File: config.mk
export PLATFORM = sky130hd
export DESIGN_NAME = sub_div_ctrl
export DESIGN_NICKNAME = d
export VERILOG_FILES = /design/src/rtl/sub_div_ctrl_pkg.sv /design/src/rtl/sub_borrow_w.sv /design/src/rtl/sub_div_ctrl.sv
export SDC_FILE = /design/constraint.sdc
export NUM_CORES = 1
export LEC_CHECK = 0
export CELL_PAD_IN_SITES_DETAIL_PLACEMENT = 1
export CELL_PAD_IN_SITES_GLOBAL_PLACEMENT = 2
export CORE_ASPECT_RATIO = 1.25
export CORE_MARGIN = 4
export CORE_UTILIZATION = 32
export CTS_CLUSTER_SIZE = 8
export DETAILED_ROUTE_END_ITERATION = 7
export PLACE_DENSITY = 0.85
export SLEW_MARGIN = 25
export SYNTH_ARGS = -nofsm -noshare
export SYNTH_HDL_FRONTEND = slang
export SYNTH_SLANG_ARGS = --single-unit
File: constraint.sdc
create_clock -name clk -period 6.3 [get_ports clk]
set_clock_uncertainty 0.15 [all_clocks]
set_input_delay 1.89 -clock clk [delete_from_list [all_inputs] [get_ports clk]]
set_output_delay 1.89 -clock clk [all_outputs]
set_load 0.01 [all_outputs]
File: src/rtl/sub_div_ctrl_pkg.sv
// rtl/sub_div_ctrl_pkg.sv - shared state encoding and default width for the iterative divider
package sub_div_ctrl_pkg;

  localparam int DEF_W = 8;

  typedef enum logic [1:0] {
    IDLE = 2'd0,
    CALC = 2'd1,
    DONE = 2'd2
  } div_state_t;

endpackage

File: src/rtl/sub_borrow_w.sv
// rtl/sub_borrow_w.sv - N-bit ripple-borrow subtractor built from 1-bit full-subtractor cells
module sub_borrow_w #(
  parameter int N = 9
) (
  input  logic [N-1:0] a,
  input  logic [N-1:0] b,
  input  logic         bin,
  output logic [N-1:0] d,
  output logic         bout
);

  logic [N:0] br;

  assign br[0] = bin;

  for (genvar i = 0; i < N; i++) begin : g_cell
    assign d[i]    = a[i] ^ b[i] ^ br[i];
    assign br[i+1] = (~a[i] & b[i]) | (~(a[i] ^ b[i]) & br[i]);
  end

  assign bout = br[N];

endmodule

File: src/rtl/sub_div_ctrl.sv
// rtl/sub_div_ctrl.sv - restoring divider controller; one subtractor reused over W cycles
module sub_div_ctrl
  import sub_div_ctrl_pkg::*;
#(
  parameter int W = DEF_W
) (
  input  logic         clk,
  input  logic         rst,
  input  logic         in_valid,
  output logic         in_ready,
  input  logic [W-1:0] dividend,
  input  logic [W-1:0] divisor,
  output logic         out_valid,
  input  logic         out_ready,
  output logic [W-1:0] quotient,
  output logic [W-1:0] remainder,
  output logic         div_by_zero,
  output logic         busy
);

  localparam int CW = (W > 2) ? $clog2(W) : 1;

  div_state_t    state;
  logic [W-1:0]  q;
  logic [W-1:0]  p;
  logic [W-1:0]  dreg;
  logic [CW-1:0] cnt;
  logic          dbz;

  logic [W:0]    s_val;
  logic [W:0]    diff;
  logic          bout;
  logic          unused_diff_msb;

  // Partial remainder with the next dividend bit shifted in
  assign s_val = {p, q[W-1]};

  sub_borrow_w #(.N(W + 1)) u_sub (
    .a    (s_val),
    .b    ({1'b0, dreg}),
    .bin  (1'b0),
    .d    (diff),
    .bout (bout)
  );

  // No borrow implies diff < dreg, so the top bit is always zero when used
  assign unused_diff_msb = diff[W];

  always_ff @(posedge clk or posedge rst) begin
    if (rst) begin
      state <= IDLE;
      q     <= '0;
      p     <= '0;
      dreg  <= '0;
      cnt   <= '0;
      dbz   <= 1'b0;
    end else begin
      case (state)
        IDLE: begin
          if (in_valid) begin
            dreg <= divisor;
            cnt  <= CW'(W - 1);
            if (divisor == '0) begin
              q     <= '1;
              p     <= dividend;
              dbz   <= 1'b1;
              state <= DONE;
            end else begin
              q     <= dividend;
              p     <= '0;
              dbz   <= 1'b0;
              state <= CALC;
            end
          end
        end
        CALC: begin
          if (!bout) begin
            p <= diff[W-1:0];
            q <= {q[W-2:0], 1'b1};
          end else begin
            p <= s_val[W-1:0];
            q <= {q[W-2:0], 1'b0};
          end
          cnt <= cnt - 1'b1;
          if (cnt == '0) state <= DONE;
        end
        DONE: begin
          if (out_ready) state <= IDLE;
        end
        default: state <= IDLE;
      endcase
    end
  end

  assign in_ready    = (state == IDLE);
  assign out_valid   = (state == DONE);
  assign busy        = (state != IDLE);
  assign quotient    = q;
  assign remainder   = p;
  assign div_by_zero = dbz;

endmodule

* Word-level counts from Yosys, hierarchy flattened
Index checks and enable logic that the tools add are counted.
** Operators by class
- Equal/unequal tests :: 5
- Reductions and logical operators :: 8
- Multiply operators :: 0
- Shift operators :: 0
- Bitwise gates (word level) :: 54
- Magnitude comparators :: 0
- Div/mod/pow operators :: 0
- Add/subtract/negate cells :: 1
- Muxes and demuxes :: 16
** Operator list (number)
- $mux 8 :: 5
- $pmux 8 s2 :: 2
- $and 1x1->1 :: 16
- $not 1->1 :: 16
- $xor 1x1->1 :: 15
- $logic_not 8->1 :: 1
- $mux 2 :: 4
- $or 1x1->1 :: 7
- $pmux 2 s3 :: 1
- $pmux 3 s2 :: 1
- $ne 2x2->1 const B :: 2
- $reduce_and 2->1 :: 2
- $reduce_bool 2->1 :: 2
- $logic_not 3->1 :: 1
- $mux 3 :: 1
- $reduce_and 3->1 :: 1
- $sub 3x1->3 const B :: 1
- $eq 2x1->1 const B :: 1
- $eq 2x2->1 const B :: 1
- $logic_not 2->1 :: 1
- $mux 1 :: 2
- $ne 2x1->1 const B :: 1
** Storage, ports and cells
- Logic and storage cells :: 90
- Memories :: 0
- Bits of input ports :: 20
- Memory bits (read-only) :: 0
- Bits in registers :: 30
- Output and inout port bits :: 20
- Bits in writable memories :: 0
- Bits in latches :: 0

* Depth between registers and ports, before layout
Gate-level depths: netlist (run 1).
- Depth in word-level cells :: 19
- Gate-level depth with buffers :: 13
- Mapped depth without buffers :: 12

* Modules after synthesis
From an unflattened synthesis (run 1), not the netlist that was laid out.
** Unflattened totals
- Cells, all modules :: 183
- Area total of the unflattened synthesis :: 1929.4 µm²
** Modules (own cells, without submodules)
- sub_div_ctrl :: cells an instance 154, area an instance 1674.1 µm², sequential area each 750.7 µm², times used 1
- sub_borrow_w :: cells an instance 29, area an instance 255.2 µm², sequential area each 0.0 µm², times used 1

* Worst setup path before layout (run 1)
No wires, ideal clock.
- Path type :: reg2reg
- Start point :: register q[7], in the netlist quotient[7]
- End point :: register p[0], in the netlist remainder[0]
- Setup time :: 0.104 ns
- Data required time :: 6.046 ns
- Path buffers :: 1
- Cell stages (with the launch flop) :: 14
- Clock period less this slack :: 4.513 ns
- Path slack :: 1.787 ns
- Arrival :: 4.259 ns
- Cell sequence :: dfrtp_1 -> inv_1 -> ha_1 -> fa_1 -> fa_1 -> fa_1 -> fa_1 -> fa_1 -> fa_1 -> fa_1 -> nand2b_1 -> clkbuf_1 -> mux2_2 -> a221oi_1
** On the way
- Cells in the longest elaborated chain, start to end :: 19
- Elaborated cells between the ends (all ways) :: 20
- Those cells by class :: mux: 2; bitwise: 18
** Ends and longest elaborated chain
- start, declared :: line sub_div_ctrl.sv:24 : logic [W-1:0] q;
- start signal, assigned :: line sub_div_ctrl.sv:69 : q <= dividend;
- start signal, assigned :: line sub_div_ctrl.sv:79 : q <= {q[W-2:0], 1'b1};
- start signal, assigned :: line sub_div_ctrl.sv:82 : q <= {q[W-2:0], 1'b0};
- $not 1->1 :: line sub_borrow_w.sv:18 : assign br[i+1] = (~a[i] & b[i]) | (~(a[i] ^ b[i]) & br[i]);
- $and 1x1->1 (2 in a row) :: line sub_borrow_w.sv:18
- $or 1x1->1 :: line sub_borrow_w.sv:18
- $and 1x1->1 :: line sub_borrow_w.sv:18
- $or 1x1->1 :: line sub_borrow_w.sv:18
- $and 1x1->1 :: line sub_borrow_w.sv:18
- $or 1x1->1 :: line sub_borrow_w.sv:18
- $and 1x1->1 :: line sub_borrow_w.sv:18
- [2 not listed]
- $or 1x1->1 :: line sub_borrow_w.sv:18
- $and 1x1->1 :: line sub_borrow_w.sv:18
- $or 1x1->1 :: line sub_borrow_w.sv:18
- $and 1x1->1 :: line sub_borrow_w.sv:18
- $or 1x1->1 :: line sub_borrow_w.sv:18
- $and 1x1->1 :: line sub_borrow_w.sv:18
- $mux 8 (*) :: line sub_div_ctrl.sv:77 : if (!bout) begin
- $pmux 8 s2 (*) :: line sub_div_ctrl.sv:58 : case (state)
- end signal, assigned :: line sub_div_ctrl.sv:65 : p <= dividend;
- end signal, assigned :: line sub_div_ctrl.sv:78 : p <= diff[W-1:0];
- end signal, assigned :: line sub_div_ctrl.sv:81 : p <= s_val[W-1:0];
- end, declared :: line sub_div_ctrl.sv:25 : logic [W-1:0] p;
Mark *: on every way between the ends. The rest lies on a longest branch, timed or not.
A chain may end at the register's enable or synchronous reset.

* Worst setup path after layout (run 1)
- Start point :: register q[7], in the netlist quotient[7]
- End point :: register p[1], in the netlist remainder[1]
** On the way
- Cells in the longest elaborated chain, start to end :: 19
- Elaborated cells between the ends (all ways) :: 20
- Those cells by class :: mux: 2; bitwise: 18
** Ends and longest elaborated chain (line)
- $not 1->1 (*) :: sub_borrow_w.sv:18
- $and 1x1->1 (*) :: sub_borrow_w.sv:18
- $and 1x1->1 :: sub_borrow_w.sv:18
- $or 1x1->1 :: sub_borrow_w.sv:18
- $and 1x1->1 :: sub_borrow_w.sv:18
- $or 1x1->1 :: sub_borrow_w.sv:18
- $and 1x1->1 :: sub_borrow_w.sv:18
- $or 1x1->1 :: sub_borrow_w.sv:18
- [3 not listed]
- $or 1x1->1 :: sub_borrow_w.sv:18
- $and 1x1->1 :: sub_borrow_w.sv:18
- $or 1x1->1 :: sub_borrow_w.sv:18
- $and 1x1->1 :: sub_borrow_w.sv:18
- $or 1x1->1 :: sub_borrow_w.sv:18
- $and 1x1->1 :: sub_borrow_w.sv:18
- $mux 8 (*) :: sub_div_ctrl.sv:77
- $pmux 8 s2 (*) :: sub_div_ctrl.sv:58
Marked as above.

==> metrics.txt, run 1 <==
# TYPE chip_impl_metric gauge
chip_impl_info{name="outcome",value="complete, no violations"} 1
chip_impl_metric{name="syn-instance-count",unit=""} 151
chip_impl_metric{name="diodes",unit=""} 0
chip_impl_metric{name="floorplan.io_pins",unit=""} 40
chip_impl_metric{name="design.core.area",unit="sq um"} 5152
chip_impl_metric{name="area_growth",unit="%"} 29.21
chip_impl_metric{name="num-fill-cells",unit=""} 570
chip_impl_metric{name="synth.lib_cells_used.distinct",unit=""} 33
chip_impl_info{name="layout_commonest_cell",value="clkdlybuf4s50_1"} 1
chip_impl_metric{name="grt_util_all_layers",unit=""} 0.1577
chip_impl_metric{name="tritoncts_buffer_count",unit=""} 5
chip_impl_metric{name="postSynth.asyncResetShare",unit=""} 1.000
chip_impl_info{name="grt_setup_unrepaired",value="no"} 1
chip_impl_metric{name="ctsResizeCount",unit=""} 0
chip_impl_metric{name="count_of_hold_fix_buffers_inserted_at_cts",unit=""} 0
chip_impl_metric{name="numPortBuffers",unit=""} 39
chip_impl_info{name="worstSetupEndpointType",value="flip-flop"} 1
chip_impl_metric{name="count_of_max_cap_constraint_violations",unit=""} 0
chip_impl_metric{name="vias",unit=""} 1367
chip_impl_metric{name="grt_pass1_wl",unit="microns"} 8017
chip_impl_metric{name="dpl-instance-area",unit="sq um"} 2135
chip_impl_metric{name="finalWorstPathRequiredPeriod",unit="ns"} 4.765
chip_impl_metric{name="total_leakage_power",unit="nW"} 0.9488
chip_impl_info{name="synth_top_area_cell",value="dfrtp_1"} 1
chip_impl_info{name="timing_worst_setup_path_type",value="flip-flop to flip-flop"} 1
chip_impl_metric{name="hpwlAfterDp",unit="microns"} 3557
chip_impl_metric{name="cp_slowest_stage_delay",unit="ns"} 0.47
chip_impl_metric{name="floorplan.rows",unit=""} 29
chip_impl_metric{name="final_core_utilization",unit=""} 0.4308
chip_impl_metric{name="worst_ep_required_time",unit="ns"} 6.32
chip_impl_metric{name="hold-worst-slack",unit="ns"} 0.3316
chip_impl_metric{name="final_hold_violation_count",unit=""} 0
chip_impl_metric{name="synth-seq-cells",unit=""} 30
chip_impl_metric{name="finalWirelength",unit="microns"} 4661
chip_impl_metric{name="nets",unit=""} 220
chip_impl_metric{name="drtIter0Drc",unit=""} 44
chip_impl_metric{name="first_global_vias",unit=""} 1564
chip_impl_metric{name="final_max_slew_viol_count",unit=""} 0
chip_impl_metric{name="final.period_utilization",unit=""} 0.7564
chip_impl_metric{name="ys_warn_count",unit=""} 0
chip_impl_metric{name="clkLatencyLatePin",unit="ns"} 0.28
chip_impl_info{name="tritoncts",value="yes"} 1
chip_impl_info{name="timing.critical_path.cells",value="inv_1 -> ha_1 -> fa_1 -> fa_1 -> fa_1 -> fa_1 -> fa_1 -> fa_1 -> fa_1 -> nand2b_1 -> mux2_2 -> a221oi_1"} 1
chip_impl_metric{name="design.die.area",unit="sq um"} 6612
chip_impl_info{name="critPathLaunchType",value="flip-flop"} 1
chip_impl_metric{name="route.antenna.remaining_nets",unit=""} 0
chip_impl_metric{name="via_per_inst",unit=""} 5.446
chip_impl_metric{name="count_of_final_setup_violators",unit=""} 0
chip_impl_metric{name="htree_levels",unit=""} 2
chip_impl_info{name="synth_ff_type",value="dfrtp_1"} 1
chip_impl_info{name="hold_path_class",value="flip-flop to flip-flop"} 1
chip_impl_info{name="ys_top_cells_by_area",value="dfrtp_1, fa_1, a22oi_1, mux2_4, mux2_2"} 1
chip_impl_metric{name="grt_antenna_before_repair",unit=""} 0
chip_impl_metric{name="pwr_density_cell",unit="nW/um^2"} 532.6
chip_impl_metric{name="placed_instance_count",unit=""} 245
chip_impl_metric{name="synth.avg_cell_area",unit="sq um"} 11.38
chip_impl_metric{name="aggregate_global_routing_overflow",unit=""} 0
chip_impl_metric{name="fin_tns_setup",unit="ns"} 0
chip_impl_metric{name="final_layout_size_suffix_gt1_frac",unit=""} 0.1376
chip_impl_info{name="crit_path_frequent_cell",value="fa_1"} 1
chip_impl_metric{name="synth.net_count",unit=""} 181
chip_impl_metric{name="total_setup_buffers_inserted_after_cts",unit=""} 0
chip_impl_metric{name="pin_count_of_the_biggest_net_entering_global_routing",unit=""} 31
chip_impl_info{name="cts_root_buffer",value="clkbuf_8"} 1
chip_impl_metric{name="drcViolationCount",unit=""} 0
chip_impl_info{name="critical_path_top_delay_cell",value="fa_1"} 1
chip_impl_metric{name="tightestPinTransition",unit="ns"} 0.9047
chip_impl_metric{name="synth_seq_area_share",unit=""} 0.4370
chip_impl_metric{name="synth_top_area_frac",unit=""} 0.4370
chip_impl_metric{name="floorplan.die.height",unit="microns"} 89.92
chip_impl_metric{name="synth_edf_count",unit=""} 0
chip_impl_metric{name="slew_headroom",unit=""} 0.3969
chip_impl_metric{name="timing.fmax",unit="MHz"} 209.9
chip_impl_metric{name="syn-cell-area",unit="sq um"} 1718
chip_impl_metric{name="fp.dieW",unit="microns"} 73.54
chip_impl_metric{name="drtPass1Iterations",unit=""} 4
chip_impl_metric{name="worst_ir_drop_vdd",unit="V"} 0.0001951
chip_impl_metric{name="drt-wirelength-per-cell",unit="microns"} 18.57
chip_impl_metric{name="final_design_area_no_fill",unit="sq um"} 2220
chip_impl_metric{name="initial_core_util",unit=""} 0.3334
chip_impl_metric{name="crit_arrival",unit="ns"} 4.78
chip_impl_metric{name="cts_sinks",unit=""} 30
chip_impl_metric{name="routability_driven_placement_congestion_ratio",unit=""} 0.7547
chip_impl_metric{name="reg_clk_slew_reported_paths",unit="ns"} 0.06
chip_impl_metric{name="layout.cells.non_filler",unit=""} 251
chip_impl_metric{name="cp_max_fo",unit=""} 9
chip_impl_info{name="most_frequent_cells_in_the_layout",value="clkdlybuf4s50_1, dfrtp_1, a22oi_1, inv_1, o21ai_0"} 1
chip_impl_metric{name="clockBufferDepth",unit=""} 2
[state kept, by name, indices dropped and copies added (netlist names)]
signal and flops:
cnt 3, remainder 8, dreg 8, div_by_zero 1, state 2, quotient 8
[cells in the mapped netlist, types with 4 or more instances]
master	count
inv_1	14
mux2_4	6
a22oi_1	13
nor2b_1	4
fa_1	7
nor3b_1	5
o21ai_0	9
mux2_2	5
a21oi_1	5
a211oi_1	4
dfrtp_1	30
nand2b_1	4
nand2_1	7
[critical path: cells and delay by family, from the launching register on]
family / cells / cell delay, ns
fa+ha+maj: 8 / 3.07
compound gates: 1 / 0.28
flops: 1 / 0.37
simple gates: 1 / 0.33
buf+inv: 1 / 0.07
mux: 1 / 0.39
[per-stage QoR]
| stage | power [W] | setup WS, ns |
|---|---|---|
| CTS | 0.001200 | 1.519 |
| floorplan | 0.0007891 | 1.787 |
| global placement | 0.0009857 | 1.793 |
| detailed placement | 0.001042 | 1.509 |
| global route | 0.001295 | 1.288 |
| finish | 0.001182 | 1.535 |
[power breakdown]
part / switching [W] / internal (W) / leakage [nW] / total (W)
registers: 0.0000883 / 0.000284 / 0.363 / 0.000373
logic: 0.000311 / 0.000346 / 0.542 / 0.000657
clock network: 0.0000686 / 0.0000841 / 0.0431 / 0.000153
[final timing paths]
| check | from | to | slack (ns) | depth (start not counted) |
|---|---|---|---|---|
| setup / recovery | quotient[7] | remainder[1] | 1.53 | 12 |
| hold / removal | div_by_zero | div_by_zero | 0.33 | 1 |
| setup reg to reg | quotient[7] | remainder[1] | 1.53 | 12 |
| hold reg to reg | div_by_zero | div_by_zero | 0.33 | 1 |
| max in group asynchronous | rst | quotient[1] | 3.71 | 2 |
| min in group asynchronous | rst | state[0] | 1.87 | 2 |
[final cells by class]
class | count | area (sq um) | share of cell area
multi-input cells | 97 | 843.3 | 0.3799
flip-flops and latches | 30 | 750.7 | 0.3382
repair buffers | 42 | 412.9 | 0.1860
clock buffers | 6 | 82.58 | 0.03720
well taps | 62 | 77.57 | 0.03495
inverters | 14 | 52.55 | 0.02368
[kinds of logic after synthesis]
logic type               synth area share
flip-flops                         0.4370
AO/OA/AOI/OAI                      0.2010
adder cells (fa/ha/maj)            0.1034
AND/OR/NAND/NOR                   0.09978
buffers and inverters             0.07356
multiplexers                      0.08521
[metal layers]
layer  global-route usage  vias to the layer above  part of all wire
met5                    0                        -                 0
met4              0.06949                        0             0.030
met3              0.04911                       11             0.066
met2               0.2441                       45              0.50
met1               0.1982                      684              0.40
li1                     -                      627                 -
Power figures use the tool's default switching activity.
==> inputs of run 2 (changes only) <==
--- a/config.mk
+++ b/config.mk
@@ -9,10 +9,10 @@
 export CELL_PAD_IN_SITES_GLOBAL_PLACEMENT = 2
 export CORE_ASPECT_RATIO = 1.25
 export CORE_MARGIN = 4
-export CORE_UTILIZATION = 32
+export CORE_UTILIZATION = 29
 export CTS_CLUSTER_SIZE = 8
 export DETAILED_ROUTE_END_ITERATION = 7
-export PLACE_DENSITY = 0.85
+export PLACE_DENSITY = 0.81
 export SLEW_MARGIN = 25
 export SYNTH_ARGS = -nofsm -noshare
 export SYNTH_HDL_FRONTEND = slang
==> constraint.sdc (replaced) <==
create_clock -name clk -period 4.23 [get_ports clk]
set_clock_uncertainty 0.15 [all_clocks]
set_input_delay 1.269 -clock clk [delete_from_list [all_inputs] [get_ports clk]]
set_output_delay 1.269 -clock clk [all_outputs]
set_load 0.01 [all_outputs]
==> run 2 against run 1 <==
Die area is 9.3% higher. Critical endpoint is now remainder[0]. Largest cell class unchanged. Flip-flop and latch count is the same. Via count fell by 0.80%.
==> metrics.txt, run 2 (synthesis gave the netlist of run 1 again) <==
# TYPE chip_impl_metric gauge
chip_impl_metric{name="fin_tns_setup",unit="ns"} 0
chip_impl_metric{name="routability_driven_placement_congestion_ratio",unit=""} 0.7570
chip_impl_metric{name="worst_ep_required_time",unit="ns"} 4.26
chip_impl_info{name="outcome",value="complete, no violations"} 1
chip_impl_metric{name="pwr_density_cell",unit="nW/um^2"} 817.7
chip_impl_metric{name="num-fill-cells",unit=""} 623
chip_impl_metric{name="final_hold_violation_count",unit=""} 0
chip_impl_metric{name="final_layout_size_suffix_gt1_frac",unit=""} 0.2041
chip_impl_info{name="hold_path_class",value="flip-flop to flip-flop"} 1
chip_impl_metric{name="grt_pass1_wl",unit="microns"} 7369
chip_impl_metric{name="count_of_hold_fix_buffers_inserted_at_cts",unit=""} 0
chip_impl_metric{name="worst_ir_drop_vdd",unit="V"} 0.0003043
chip_impl_metric{name="nets",unit=""} 226
chip_impl_metric{name="diodes",unit=""} 0
chip_impl_info{name="grt_setup_unrepaired",value="no"} 1
chip_impl_info{name="tritoncts",value="yes"} 1
chip_impl_metric{name="final_max_slew_viol_count",unit=""} 0
chip_impl_metric{name="crit_arrival",unit="ns"} 4.12
chip_impl_metric{name="via_per_inst",unit=""} 5.176
chip_impl_metric{name="floorplan.rows",unit=""} 31
chip_impl_metric{name="vias",unit=""} 1356
chip_impl_metric{name="htree_levels",unit=""} 2
chip_impl_metric{name="design.die.area",unit="sq um"} 7227
chip_impl_metric{name="initial_core_util",unit=""} 0.2973
chip_impl_metric{name="area_growth",unit="%"} 35.47
chip_impl_metric{name="finalWorstPathRequiredPeriod",unit="ns"} 4.091
chip_impl_metric{name="drtPass1Iterations",unit=""} 4
chip_impl_metric{name="grt_antenna_before_repair",unit=""} 0
chip_impl_metric{name="floorplan.io_pins",unit=""} 40
chip_impl_metric{name="clkLatencyLatePin",unit="ns"} 0.28
chip_impl_metric{name="drcViolationCount",unit=""} 0
chip_impl_metric{name="drtIter0Drc",unit=""} 41
chip_impl_info{name="cts_root_buffer",value="clkbuf_8"} 1
chip_impl_info{name="layout_commonest_cell",value="clkdlybuf4s50_1"} 1
chip_impl_metric{name="grt_util_all_layers",unit=""} 0.1331
chip_impl_metric{name="cts_sinks",unit=""} 30
chip_impl_metric{name="count_of_final_setup_violators",unit=""} 0
chip_impl_metric{name="route.antenna.remaining_nets",unit=""} 0
chip_impl_info{name="timing_worst_setup_path_type",value="flip-flop to flip-flop"} 1
chip_impl_metric{name="first_global_vias",unit=""} 1422
chip_impl_metric{name="cp_max_fo",unit=""} 5
chip_impl_info{name="most_frequent_cells_in_the_layout",value="clkdlybuf4s50_1, dfrtp_1, inv_1"} 1
chip_impl_metric{name="numPortBuffers",unit=""} 39
chip_impl_metric{name="pin_count_of_the_biggest_net_entering_global_routing",unit=""} 31
chip_impl_metric{name="fp.dieW",unit="microns"} 76.84
chip_impl_metric{name="final_design_area_no_fill",unit="sq um"} 2327
chip_impl_metric{name="count_of_max_cap_constraint_violations",unit=""} 0
chip_impl_metric{name="timing.fmax",unit="MHz"} 244.4
chip_impl_metric{name="clockBufferDepth",unit=""} 2
chip_impl_info{name="critPathLaunchType",value="flip-flop"} 1
chip_impl_metric{name="final.period_utilization",unit=""} 0.9671
chip_impl_metric{name="tightestPinTransition",unit="ns"} 0.6709
chip_impl_metric{name="total_leakage_power",unit="nW"} 0.9929
chip_impl_metric{name="tritoncts_buffer_count",unit=""} 5
chip_impl_metric{name="floorplan.die.height",unit="microns"} 94.05
chip_impl_metric{name="reg_clk_slew_reported_paths",unit="ns"} 0.07
chip_impl_metric{name="dpl-instance-area",unit="sq um"} 2197
chip_impl_metric{name="hpwlAfterDp",unit="microns"} 3328
chip_impl_metric{name="slew_headroom",unit=""} 0.5507
chip_impl_metric{name="aggregate_global_routing_overflow",unit=""} 0
chip_impl_metric{name="finalWirelength",unit="microns"} 4520
chip_impl_metric{name="drt-wirelength-per-cell",unit="microns"} 17.25
chip_impl_metric{name="total_setup_buffers_inserted_after_cts",unit=""} 0
chip_impl_info{name="worstSetupEndpointType",value="flip-flop"} 1
chip_impl_metric{name="design.core.area",unit="sq um"} 5779
run 2: cell count changes in the layout (fill, tap and decap cells not counted), sizes merged:
cell    previous run  this run
buf                3         9
bufinv             0         1
run 2: per-stage QoR:
step | total power, W | hold WS, ns | instances | util | setup WS, ns
floorplan | 0.001210 | 0.3097 | 151 | - | 0.02264
finish | 0.001903 | 0.3477 | 262 | 0.4027 | 0.1390
global placement | 0.001550 | 0.3225 | 255 | 0.3802 | 0.03519
global route | 0.002072 | 0.3611 | 262 | 0.4027 | 0.01343
detailed placement | 0.001586 | 0.3385 | 255 | 0.3802 | -0.07593
CTS | 0.001910 | 0.3539 | 262 | 0.4010 | 0.02094
run 2: final timing paths:
kind	depth (start not counted)	slack [ns]	to	startpoint
max reg2reg	12	0.14	remainder[0]	quotient[7]
min in group asynchronous	3	1.22	remainder[6]	rst
max	12	0.14	remainder[0]	quotient[7]
min	1	0.35	div_by_zero	div_by_zero
max in group asynchronous	3	2.42	dreg[6]	rst
min reg2reg	1	0.35	div_by_zero	div_by_zero
run 2: critical path: stages, from the launching register on:
cell and delay [ns]:
dfrtp_1 0.35, inv_1 0.06, ha_1 0.20, fa_2 0.34
fa_1 0.39, fa_2 0.35, fa_2 0.35, fa_2 0.36
fa_2 0.35, fa_2 0.38, nand2b_4 0.12, mux2_2 0.34
a221oi_1 0.25
run 2: power by group:
part | switching, W | internal, W | total (W)
clock network | 0.000110 | 0.000188 | 0.000298
registers | 0.000134 | 0.000423 | 0.000557
logic | 0.000472 | 0.000576 | 0.00105
total | 0.000715 | 0.00119 | 0.00190
run 2: routing by layer:
layer / up-vias / wire [microns] / global-route usage
met2: 33 / 2268 / 0.2246
met5: - / 0 / 0
met4: 0 / 61 / 0.04532
met3: 6 / 178 / 0.03071
met1: 675 / 2011 / 0.1673
li1: 642 / - / -
run 2: cell type report:
cell class | count | area, sq um | share of cell area
clock buffers | 6 | 82.58 | 0.03548
clock inverters | 1 | 30.03 | 0.01290
inverters | 14 | 52.55 | 0.02258
multi-input cells | 97 | 870.8 | 0.3742
flip-flops and latches | 30 | 750.7 | 0.3226
well taps | 66 | 82.58 | 0.03548
repair buffers | 48 | 457.9 | 0.1968
run 2: timing repair:
action,in CTS,in global routing
pin swaps,0,1
endpoints found under the setup margin,5,8
gates resized for setup,2,2
hold endpoints to repair,0,0
==> inputs of run 3 (changes only) <==
--- a/config.mk
+++ b/config.mk
@@ -9,10 +9,11 @@
 export CELL_PAD_IN_SITES_GLOBAL_PLACEMENT = 2
 export CORE_ASPECT_RATIO = 1.25
 export CORE_MARGIN = 4
-export CORE_UTILIZATION = 29
+export CORE_UTILIZATION = 32
+export CTS_CLUSTER_DIAMETER = 40
 export CTS_CLUSTER_SIZE = 8
 export DETAILED_ROUTE_END_ITERATION = 7
-export PLACE_DENSITY = 0.81
+export PLACE_DENSITY = 0.85
 export SLEW_MARGIN = 25
 export SYNTH_ARGS = -nofsm -noshare
 export SYNTH_HDL_FRONTEND = slang
==> constraint.sdc (replaced) <==
create_clock -name clk -period 4.6 [get_ports clk]
set_clock_uncertainty 0.15 [all_clocks]
set_input_delay 1.38 -clock clk [delete_from_list [all_inputs] [get_ports clk]]
set_output_delay 1.38 -clock clk [all_outputs]
set_load 0.01 [all_outputs]
==> run 3 against run 2 <==
First-iteration DRC count increased by 49%. Setup slack improved by 0.031 ns. Maximum frequency decreased by 7.6%. Design area decreased by 3.5%. Clock power decreased by 28%. Clock-buffer cell count unchanged. Combinational power decreased by 11%. Largest power group unchanged. Critical path depth unchanged. Critical endpoint unchanged. Via count increased by 0.81%.
==> metrics.txt, run 3 (synthesis gave the netlist of run 1 again) <==
# TYPE chip_impl_metric gauge
chip_impl_metric{name="drcViolationCount",unit=""} 0
chip_impl_metric{name="floorplan.rows",unit=""} 29
chip_impl_metric{name="finalWorstPathRequiredPeriod",unit="ns"} 4.430
chip_impl_metric{name="dpl-instance-area",unit="sq um"} 2150
chip_impl_info{name="tritoncts",value="yes"} 1
chip_impl_metric{name="total_leakage_power",unit="nW"} 0.9611
chip_impl_metric{name="placed_instance_count",unit=""} 247
chip_impl_metric{name="diodes",unit=""} 0
chip_impl_metric{name="final_layout_size_suffix_gt1_frac",unit=""} 0.1571
chip_impl_info{name="outcome",value="complete, no violations"} 1
chip_impl_info{name="rr_startpoint",value="quotient[7]"} 1
chip_impl_info{name="hold_path_class",value="flip-flop to flip-flop"} 1
chip_impl_metric{name="vias",unit=""} 1367
chip_impl_metric{name="hpwlAfterDp",unit="microns"} 3473
chip_impl_metric{name="fp.dieW",unit="microns"} 73.54
chip_impl_metric{name="design.die.area",unit="sq um"} 6612
chip_impl_metric{name="timing.fmax",unit="MHz"} 225.7
chip_impl_info{name="crit-reg2reg-capture",value="remainder[0]"} 1
chip_impl_metric{name="htree_levels",unit=""} 2
chip_impl_metric{name="floorplan.io_pins",unit=""} 40
chip_impl_info{name="worstSetupEndpointType",value="flip-flop"} 1
chip_impl_metric{name="final.period_utilization",unit=""} 0.9630
chip_impl_metric{name="routability_driven_placement_congestion_ratio",unit=""} 0.7752
chip_impl_metric{name="drt-wirelength-per-cell",unit="microns"} 18.42
chip_impl_metric{name="final_max_slew_viol_count",unit=""} 0
chip_impl_info{name="critPathLaunchType",value="flip-flop"} 1
chip_impl_metric{name="grt_pass1_wl",unit="microns"} 7603
chip_impl_info{name="worst_hold_startpoint",value="div_by_zero"} 1
chip_impl_metric{name="reg_clk_slew_reported_paths",unit="ns"} 0.06
chip_impl_metric{name="fin_tns_setup",unit="ns"} 0
chip_impl_metric{name="layout.cells.non_filler",unit=""} 253
chip_impl_metric{name="cp_max_fo",unit=""} 7
chip_impl_info{name="whs_endpoint",value="div_by_zero"} 1
chip_impl_metric{name="count_of_final_setup_violators",unit=""} 0
chip_impl_metric{name="ff2ff_path_depth",unit=""} 12
chip_impl_info{name="timing.critical_path.from",value="quotient[7]"} 1
chip_impl_metric{name="final_design_area_no_fill",unit="sq um"} 2245
chip_impl_metric{name="worst_ir_drop_vdd",unit="V"} 0.0002627
chip_impl_metric{name="whs_path_depth",unit=""} 1
chip_impl_metric{name="tritoncts_buffer_count",unit=""} 5
chip_impl_info{name="most_frequent_cells_in_the_layout",value="clkdlybuf4s50_1, dfrtp_1, a22oi_1, inv_1, o21ai_0"} 1
chip_impl_metric{name="final_core_utilization",unit=""} 0.4356
chip_impl_metric{name="grt_antenna_before_repair",unit=""} 0
chip_impl_info{name="layout_commonest_cell",value="clkdlybuf4s50_1"} 1
chip_impl_metric{name="tightestPinTransition",unit="ns"} 0.9088
chip_impl_metric{name="via_per_inst",unit=""} 5.403
chip_impl_metric{name="finalWirelength",unit="microns"} 4660
chip_impl_metric{name="total_setup_buffers_inserted_after_cts",unit=""} 0
chip_impl_metric{name="clkLatencyLatePin",unit="ns"} 0.28
chip_impl_metric{name="drtIter0Drc",unit=""} 61
chip_impl_metric{name="final_hold_violation_count",unit=""} 0
chip_impl_metric{name="aggregate_global_routing_overflow",unit=""} 0
chip_impl_info{name="cts_root_buffer",value="clkbuf_8"} 1
chip_impl_metric{name="nets",unit=""} 222
chip_impl_metric{name="area_growth",unit="%"} 30.66
chip_impl_metric{name="initial_core_util",unit=""} 0.3334
chip_impl_metric{name="cts_sinks",unit=""} 30
chip_impl_metric{name="pin_count_of_the_biggest_net_entering_global_routing",unit=""} 31
chip_impl_metric{name="design.core.area",unit="sq um"} 5152
chip_impl_metric{name="first_global_vias",unit=""} 1464
chip_impl_metric{name="numPortBuffers",unit=""} 39
chip_impl_metric{name="slew_headroom",unit=""} 0.3941
chip_impl_info{name="timing_worst_setup_path_type",value="flip-flop to flip-flop"} 1
chip_impl_info{name="grt_setup_unrepaired",value="no"} 1
chip_impl_metric{name="clockBufferDepth",unit=""} 2
chip_impl_metric{name="grt_util_all_layers",unit=""} 0.1477
chip_impl_metric{name="drtPass1Iterations",unit=""} 4
chip_impl_metric{name="count_of_max_cap_constraint_violations",unit=""} 0
chip_impl_metric{name="floorplan.die.height",unit="microns"} 89.92
chip_impl_metric{name="worst_ep_required_time",unit="ns"} 4.63
chip_impl_metric{name="rrSetupSlack",unit="ns"} 0.17
chip_impl_metric{name="route.antenna.remaining_nets",unit=""} 0
chip_impl_metric{name="crit_arrival",unit="ns"} 4.45
chip_impl_metric{name="pwr_density_cell",unit="nW/um^2"} 738.3
chip_impl_metric{name="total_power",unit="W"} 0.001657
run 3: worst max-delay path, stage by stage (launching register included):
cell and delay [ns]:
dfrtp_1 0.38, inv_1 0.07, ha_1 0.23, fa_1 0.40, fa_1 0.40, fa_1 0.40, fa_1 0.39, fa_1 0.40
fa_1 0.39, fa_2 0.39, nand2b_4 0.13, mux2_2 0.34, a221oi_1 0.24
run 3: layout make-up:
class / instances / area, sq um
fill: 563 / 2908
multi-input combinational: 97 / 853.3
timing repair buffer: 44 / 427.9
inverter: 14 / 52.55
clock buffer: 6 / 82.58
tap: 62 / 77.57
sequential: 30 / 750.7
run 3: worst max path at each step:
stage | end | slack (ns)
5_1_grt | remainder[1] | 0.02
3_3_place_gp | remainder[5] | 0.21
3_5_place_dp | remainder[0] | 0.03
2_1_floorplan | remainder[0] | 0.09
4_1_cts | remainder[0] | 0.003
6_report | remainder[0] | 0.17
run 3: metal layers:
metal  GRT usage  vias up  wire, microns
met1      0.1993      694           2008
met4     0.04985        0             48
li1            -      627              -
met5           0        -              0
met3     0.03125        5            249
met2      0.2315       41           2354
run 3: metrics by stage:
stage               worst slack [ns]  hold WS (ns)
floorplan                    0.08671        0.3097
global placement              0.2074        0.3218
detailed placement           0.03097        0.3276
CTS                         0.003419        0.3415
global route                 0.01710        0.3686
finish                        0.1703        0.3342
run 3: power breakdown:
group	switching (W)	internal, W
sequential	0.000123	0.000389
combinational	0.000428	0.000503
clock	0.0000988	0.000115
run 3: timing repair:
| action | 4_1_cts | 5_1_grt |
|---|---|---|
| endpoints found under the hold margin | 0 | 0 |
| hold buffers | 0 | 0 |
| endpoints found under the setup margin | 0 | 5 |
| gates resized for setup | 0 | 3 |
